**src/rtl/scanner_pkg.sv**
```systemverilog
// Shared types for the multi-pattern byte scanner: FSM states and the result record layout.
package scanner_pkg;

  typedef enum logic {
    SCAN  = 1'b0,
    DRAIN = 1'b1
  } state_e;

  typedef struct packed {
    logic [31:0] bitmap;
    logic [31:0] offset;
  } rec_t;

  localparam int REC_W   = 64;
  localparam int OVF_BIT = 31;

endpackage

```
**src/rtl/scanner_result_fifo.sv**
```systemverilog
// First-word-fall-through result FIFO; a push into a full FIFO is only taken when a pop frees a slot the same cycle.
module scanner_result_fifo #(
  parameter int DATA_W     = 64,
  parameter int FIFO_DEPTH = 8
) (
  input  logic              clk,
  input  logic              reset,
  input  logic              push_i,
  input  logic [DATA_W-1:0] data_i,
  input  logic              pop_i,
  output logic [DATA_W-1:0] data_o,
  output logic              full_o,
  output logic              empty_o
);

  localparam int AW = $clog2(FIFO_DEPTH);

  logic [DATA_W-1:0] mem_q [FIFO_DEPTH];
  logic [AW:0]       wr_q, rd_q;
  logic              wr_en, rd_en;

  // Extra pointer bit distinguishes full from empty when the indices coincide.
  assign empty_o = (wr_q == rd_q);
  assign full_o  = (wr_q[AW] != rd_q[AW]) && (wr_q[AW-1:0] == rd_q[AW-1:0]);
  assign rd_en   = pop_i && !empty_o;
  assign wr_en   = push_i && (!full_o || rd_en);
  assign data_o  = mem_q[rd_q[AW-1:0]];

  always_ff @(posedge clk) begin
    if (reset) begin
      wr_q <= '0;
      rd_q <= '0;
    end else begin
      if (wr_en) wr_q <= wr_q + (AW+1)'(1);
      if (rd_en) rd_q <= rd_q + (AW+1)'(1);
    end
  end

  always_ff @(posedge clk) begin
    if (wr_en) mem_q[wr_q[AW-1:0]] <= data_i;
  end

endmodule

```
**src/rtl/multi_pattern_scanner.sv**
```systemverilog
// Byte-stream scanner matching runtime-programmable fixed-length patterns; emits match records and
// one end-of-stream record per stream through a FWFT result FIFO.
module multi_pattern_scanner
  import scanner_pkg::*;
#(
  parameter int NUM_PATTERNS  = 8,
  parameter int PATTERN_BYTES = 4,
  parameter int FIFO_DEPTH    = 8,
  localparam int IDX_W = (NUM_PATTERNS > 1) ? $clog2(NUM_PATTERNS) : 1,
  localparam int WIN_W = 8 * PATTERN_BYTES
) (
  input  logic             clk,
  input  logic             reset,
  input  logic             iEn,
  input  logic [7:0]       iChar,
  input  logic             iValid,
  output logic             oReady,
  input  logic             iEnd,
  input  logic             cfg_we,
  input  logic [IDX_W-1:0] cfg_idx,
  input  logic [WIN_W-1:0] cfg_pattern,
  input  logic             cfg_en,
  input  logic             iReady,
  output logic [31:0]      oSID,
  output logic [31:0]      oOffset,
  output logic             oValid,
  output logic             oEnd,
  output logic             oOverflow
);

  localparam int FILL_W = $clog2(PATTERN_BYTES + 1);
  localparam logic [FILL_W-1:0] FILL_FULL = FILL_W'(PATTERN_BYTES);

  state_e                  state_q, state_d;
  logic [WIN_W-1:0]        pat_q [NUM_PATTERNS];
  logic [NUM_PATTERNS-1:0] en_q;
  logic [WIN_W-1:0]        win_q, win_shift;
  logic [FILL_W-1:0]       fill_q, fill_inc;
  logic [31:0]             off_q, len_q;
  logic [NUM_PATTERNS-1:0] match;
  logic                    accept;

  logic                    push_p1_q;
  logic [NUM_PATTERNS-1:0] bitmap_p1_q;
  logic [31:0]             offset_p1_q;

  rec_t                    push_rec, head;
  logic                    fifo_full, fifo_empty, pop, drop, end_rdy, ovf_q;

  assign oReady    = (state_q == SCAN) && !reset;
  assign accept    = iValid && oReady;
  assign win_shift = {win_q[WIN_W-9:0], iChar};
  assign fill_inc  = (fill_q == FILL_FULL) ? fill_q : fill_q + FILL_W'(1);

  // Match against the window as it looks with the incoming byte included.
  always_comb begin
    match = '0;
    for (int k = 0; k < NUM_PATTERNS; k++) begin
      match[k] = (fill_inc == FILL_FULL) && en_q[k] && (win_shift == pat_q[k]);
    end
  end

  always_ff @(posedge clk) begin
    if (reset) begin
      en_q <= '0;
      for (int k = 0; k < NUM_PATTERNS; k++) pat_q[k] <= '0;
    end else begin
      for (int k = 0; k < NUM_PATTERNS; k++) begin
        if (cfg_we && (cfg_idx == IDX_W'(k))) begin
          pat_q[k] <= cfg_pattern;
          en_q[k]  <= cfg_en;
        end
      end
    end
  end

  // Stage 0: window, fill and offset advance per accepted byte; all restart after the end byte.
  always_ff @(posedge clk) begin
    if (reset) begin
      win_q  <= '0;
      fill_q <= '0;
      off_q  <= '0;
      len_q  <= '0;
    end else if (accept) begin
      if (iEnd) begin
        win_q  <= '0;
        fill_q <= '0;
        off_q  <= '0;
        len_q  <= off_q + 32'd1;
      end else begin
        win_q  <= win_shift;
        fill_q <= fill_inc;
        off_q  <= off_q + 32'd1;
      end
    end
  end

  // Stage 1: registered match record, pushed into the FIFO this cycle.
  always_ff @(posedge clk) begin
    if (reset) begin
      push_p1_q   <= 1'b0;
      bitmap_p1_q <= '0;
      offset_p1_q <= '0;
    end else begin
      push_p1_q   <= accept && iEn && (|match);
      bitmap_p1_q <= match;
      offset_p1_q <= off_q;
    end
  end

  assign push_rec.bitmap = {{(32-NUM_PATTERNS){1'b0}}, bitmap_p1_q};
  assign push_rec.offset = offset_p1_q;

  scanner_result_fifo #(
    .DATA_W    (REC_W),
    .FIFO_DEPTH(FIFO_DEPTH)
  ) u_fifo (
    .clk    (clk),
    .reset  (reset),
    .push_i (push_p1_q),
    .data_i (push_rec),
    .pop_i  (pop),
    .data_o (head),
    .full_o (fifo_full),
    .empty_o(fifo_empty)
  );

  // The end record is synthesised from state rather than queued, so it can never be dropped.
  assign end_rdy = (state_q == DRAIN) && !push_p1_q && fifo_empty;
  assign oValid  = !fifo_empty || end_rdy;
  assign pop     = oValid && iReady && !fifo_empty;
  assign drop    = push_p1_q && fifo_full && !pop;

  always_ff @(posedge clk) begin
    if (reset) begin
      state_q <= SCAN;
      ovf_q   <= 1'b0;
    end else begin
      state_q <= state_d;
      if (drop)                   ovf_q <= 1'b1;
      else if (end_rdy && iReady) ovf_q <= 1'b0;
    end
  end

  always_comb begin
    state_d = state_q;
    case (state_q)
      SCAN:    if (accept && iEnd)   state_d = DRAIN;
      DRAIN:   if (end_rdy && iReady) state_d = SCAN;
      default: state_d = SCAN;
    endcase
  end

  always_comb begin
    oSID    = '0;
    oOffset = '0;
    oEnd    = 1'b0;
    if (!fifo_empty) begin
      oSID    = head.bitmap;
      oOffset = head.offset;
    end else if (end_rdy) begin
      oEnd          = 1'b1;
      oSID[OVF_BIT] = ovf_q;
      oOffset       = len_q;
    end
  end

  assign oOverflow = ovf_q;

endmodule

```
**config.mk**
```make
export PLATFORM = sky130hd
export DESIGN_NAME = multi_pattern_scanner
export DESIGN_NICKNAME = d
export VERILOG_FILES = /design/src/rtl/scanner_pkg.sv /design/src/rtl/scanner_result_fifo.sv /design/src/rtl/multi_pattern_scanner.sv
export SDC_FILE = /design/constraint.sdc
export NUM_CORES = 1
export LEC_CHECK = 0
export BUFFER_PORTS_ARGS = -buffer_cell sky130_fd_sc_hd__buf_2
export CELL_PAD_IN_SITES_DETAIL_PLACEMENT = 0
export CELL_PAD_IN_SITES_GLOBAL_PLACEMENT = 1
export CORE_MARGIN = 4
export CORE_UTILIZATION = 45
export CTS_BUF_LIST = sky130_fd_sc_hd__clkbuf_8
export CTS_CLUSTER_DIAMETER = 100
export DETAILED_ROUTE_END_ITERATION = 16
export PLACE_DENSITY_LB_ADDON = 0.1
export SYNTH_ARGS = -nofsm -noshare
export SYNTH_HDL_FRONTEND = slang
export SYNTH_HIERARCHICAL = 1
export SYNTH_SLANG_ARGS = --single-unit
```
**constraint.sdc**
```tcl
create_clock -name clk -period 20.2 [get_ports clk]
set_input_delay 6.06 -clock clk [delete_from_list [all_inputs] [get_ports clk]]
set_output_delay 6.06 -clock clk [all_outputs]
set_load 0.1 [all_outputs]
```
==> summary.txt <==
Run status
  – Status: complete, no violations

Cells and area
  – Fillers: ~7000
  – Share of layout cells above drive strength 1: 20.1%
  – Most frequent cells in the layout: edfxtp_1, nor2_1, xor2_1
  – Nets: slightly below 3000
  – Most common cell after layout, fill and taps aside: edfxtp_1
  – Area Overhead vs Synth: 14.8%
  – Reg area: about 26000 µm²
  – Footprint of the multi-input gates: 11500 µm²

Logic synthesis
  – Syn_area_per_cell: 15.2 µm²
  – Part of the Yosys area used for sequential elements: 69.2%
  – Dominant synthesized flop cell: edfxtp_1
  – Async SR Flop Fraction: 0%
  – Cells after Synth: 2489
  – Synth Warn #: 6
  – FF+latch count, synth: 921
  – Number of synthesized flops with an enable pin: approximately 770
  – Post-Syn Area: about 38000 µm²
  – Netlist cell types: 53

Clock network
  – Hold buffer count at cts: 0
  – Root cell of the clock tree: clkbuf_8
  – H-tree depth: 4
  – Clk Latency, worst-skew pair: around 0.78 ns
  – Post-CTS Setup Bufs: 0
  – Num CTS Buffers: 157
  – CTS tree: yes
  – CTS Sinks: around 900
  – Clock Tree Buf Depth: 3
  – Post-cts resize count: 0
  – CTS clk-pin slew, worst paths: 0.05 ns

Pwr
  – Power density cells: between 80 and 90 nW/µm²
  – Cell internal pwr: between 3000 and 4000 µW
  – Switch Pwr: ~860 µW
  – Worst vdd ir: between 0.05 and 0.06 mV
  – Clk pwr share: 41.8%
  – Tot Pwr: around 3900 µW
  – Leakage: about 0.016 µW
  – Combinational Power Share: 3.7%
  – Switching Share: 22.3%
  – Seq pwr share: between 50% and 60%

Flow run
  – Max Cap Violations: 0

Worst setup path
  – Critical path arrival: 7.15 ns
  – CP Capture Type: primary output
  – CP required: 14.14 ns
  – Kind of critical path: input port to primary output
  – Crit-path max cell delay: between 0.5 and 0.6 ns
  – FF-to-FF path depth: 8
  – Crit-path slowest cell: buf_2
  – Crit. Startpoint: reset
  – Reg2reg end: u_fifo/mem_q[7][59]
  – Reg2Reg Launch Point: u_fifo/wr_q[2]
  – Crit-path max FO: 47
  – Setup crit end: oReady
  – R2R setup slack: roughly 16 ns
  – Worst setup SP type: input port
  – Cell Chain, Critical Path: buf_6, nor2_1, buf_2

Placement
  – Final Wtd Congestion: just under 0.8
  – DP HPWL: between 50000 and 60000 µm
  – Port Buf Inserts: around 120

Routing
  – WL final: between 90000 and 100000 µm
  – Pre-antenna DRT Iters: 5
  – DRT iter0 DRCs: 1529
  – DRC: 0
  – Antenna viol nets, final: 0
  – Drt wl/cell: between 20 and 25 µm
  – Vias: 21300
  – Vias per cell: 5.24

Floorplan
  – Starting Density: between 40% and 50%
  – Core Area: roughly 83000 µm²
  – Die Ht: approximately 300 µm
  – I/O pin count: 119
  – Die area: 88600 µm²
  – Die Wd: approximately 300 µm
  – Num rows: roughly 110

Timing
  – Setup TNS: 0 ns
  – Fin crit share: 65.4%
  – Final Hold Violating Endpoints: 0
  – Worst-margin pin slew: ~1.1 ns
  – Unrepaired setup endpoints after global routing: no
  – Pins Over Slew Limit: 0
  – Fmax: 75.7 MHz
  – Final setup viols: 0
  – Min Clock Period, post-route: 13.21 ns
  – Slew Limit Headroom: 28.6%
  – Final worst clock skew: 0.0208 ns

GRT
  – Initial antenna violation count: 4
  – GRT Util Overall: a little over a fifth
  – Vias in the first global route: 22200
  – Largest net degree at the start of global routing: 99
  – First-pass GRT wire length: roughly 140000 µm
  – Gr ovfl total: 0

Min path
  – Hold wc startpoint: len_q[4]
  – Worst min path class: flop to flop
cell families after synthesis:
family | Yosys count | synth area share, %
flip-flops | 921 | 69.2
AND/OR/NAND/NOR | 662 | 8.56
XOR/XNOR | 289 | 6.70
buffers and inverters | 225 | 2.58
multiplexers | 205 | 9.89
AO/OA/AOI/OAI | 181 | 2.92
adder cells (fa/ha/maj) | 5 | 0.166
other | 1 | 0.00993
power groups by stage:
| stage | Clock (µW) | Combinational, µW | Sequential (µW) |
|---|---|---|---|
| 2_1_floorplan | 0 | 91.6 | 2150 |
| 3_3_place_gp | 0 | 142 | 2150 |
| 3_5_place_dp | 0 | 143 | 2150 |
| 4_1_cts | 1670 | 144 | 2110 |
| 5_1_grt | 1760 | 157 | 2110 |
| 6_report | 1620 | 143 | 2110 |
layout make-up:
cell class / count / area share (%)
Inverter: 78 / 0.676
Multi-Input combinational cell: 1534 / 26.4
Antenna cell: 2 / 0.0115
Clock inverter: 97 / 1.13
Timing Repair Buffer: 171 / 2.32
Tap cell: 1070 / 3.09
Clock buffer: 190 / 6.03
Sequential cell: 921 / 60.3
metal layers:
layer	routed length (µm)	vias up	track usage [%]
met3	5100	153	4.09
met2	47600	583	36.4
li1	-	9729	-
met5	0	-	0
met4	2540	0	7.21
met1	40700	10800	28.9
registers in the layout, indices dropped and copies added (netlist names), named ones only:
signal and cells:
push_p1_q 1, u_fifo/mem_q 512, state_q 1, pat_q 256, u_fifo/rd_q 4, offset_p1_q 32
u_fifo/wr_q 4, off_q 32, fill_q 3, oOverflow 1, bitmap_p1_q 8, en_q 8
win_q 24, len_q 32
critical path, delay by kind of cell:
family	cells	cell delay [ns]
buf+inv	2	0.76
simple gates	1	0.29
Yosys cell counts, drive strengths merged, types with 11 or more instances:
cell type / count / area, µm²
o21ai: 76 / 380
mux4: 128 / 2880
nor2: 276 / 1040
nand2b: 48 / 300
nor3: 24 / 135
edfxtp: 768 / 23100
nor2b: 67 / 419
a211oi: 29 / 218
nand4: 30 / 203
or3: 15 / 93.8
dfxtp: 153 / 3060
and3: 11 / 68.8
inv: 78 / 293
mux2: 66 / 743
nand3: 30 / 150
clkbuf: 109 / 410
mux2i: 11 / 110
nand2: 86 / 323
buf: 38 / 272
nand3b: 13 / 97.6
a21oi: 41 / 209
nor4: 53 / 338
xnor2: 54 / 473
xor2: 235 / 2060
through the flow:
step	instances	cell area (µm²)	hold WS, ns	util (%)	setup slack, ns
6_report	4063	43300	0.496	52.4	6.99
5_1_grt	4063	43300	0.521	52.4	6.91
4_1_cts	4061	43300	0.496	52.4	6.98
3_5_place_dp	3774	40200	0.483	48.7	6.98
3_3_place_gp	3774	40200	0.477	48.7	6.98
2_1_floorplan	2680	38500	0.460	-	6.62
how the worst min path moves through the flow:
stage / endpoint / slack (ns) / cells after the start
after floorplan: len_q[1] / 0.46 / 2
after global placement: en_q[0] / 0.48 / 2
after detailed placement: len_q[4] / 0.48 / 2
after CTS: len_q[4] / 0.50 / 2
after global routing: len_q[12] / 0.52 / 2
final: len_q[4] / 0.50 / 2
Note: power is estimated with default switching activity, not from simulation.
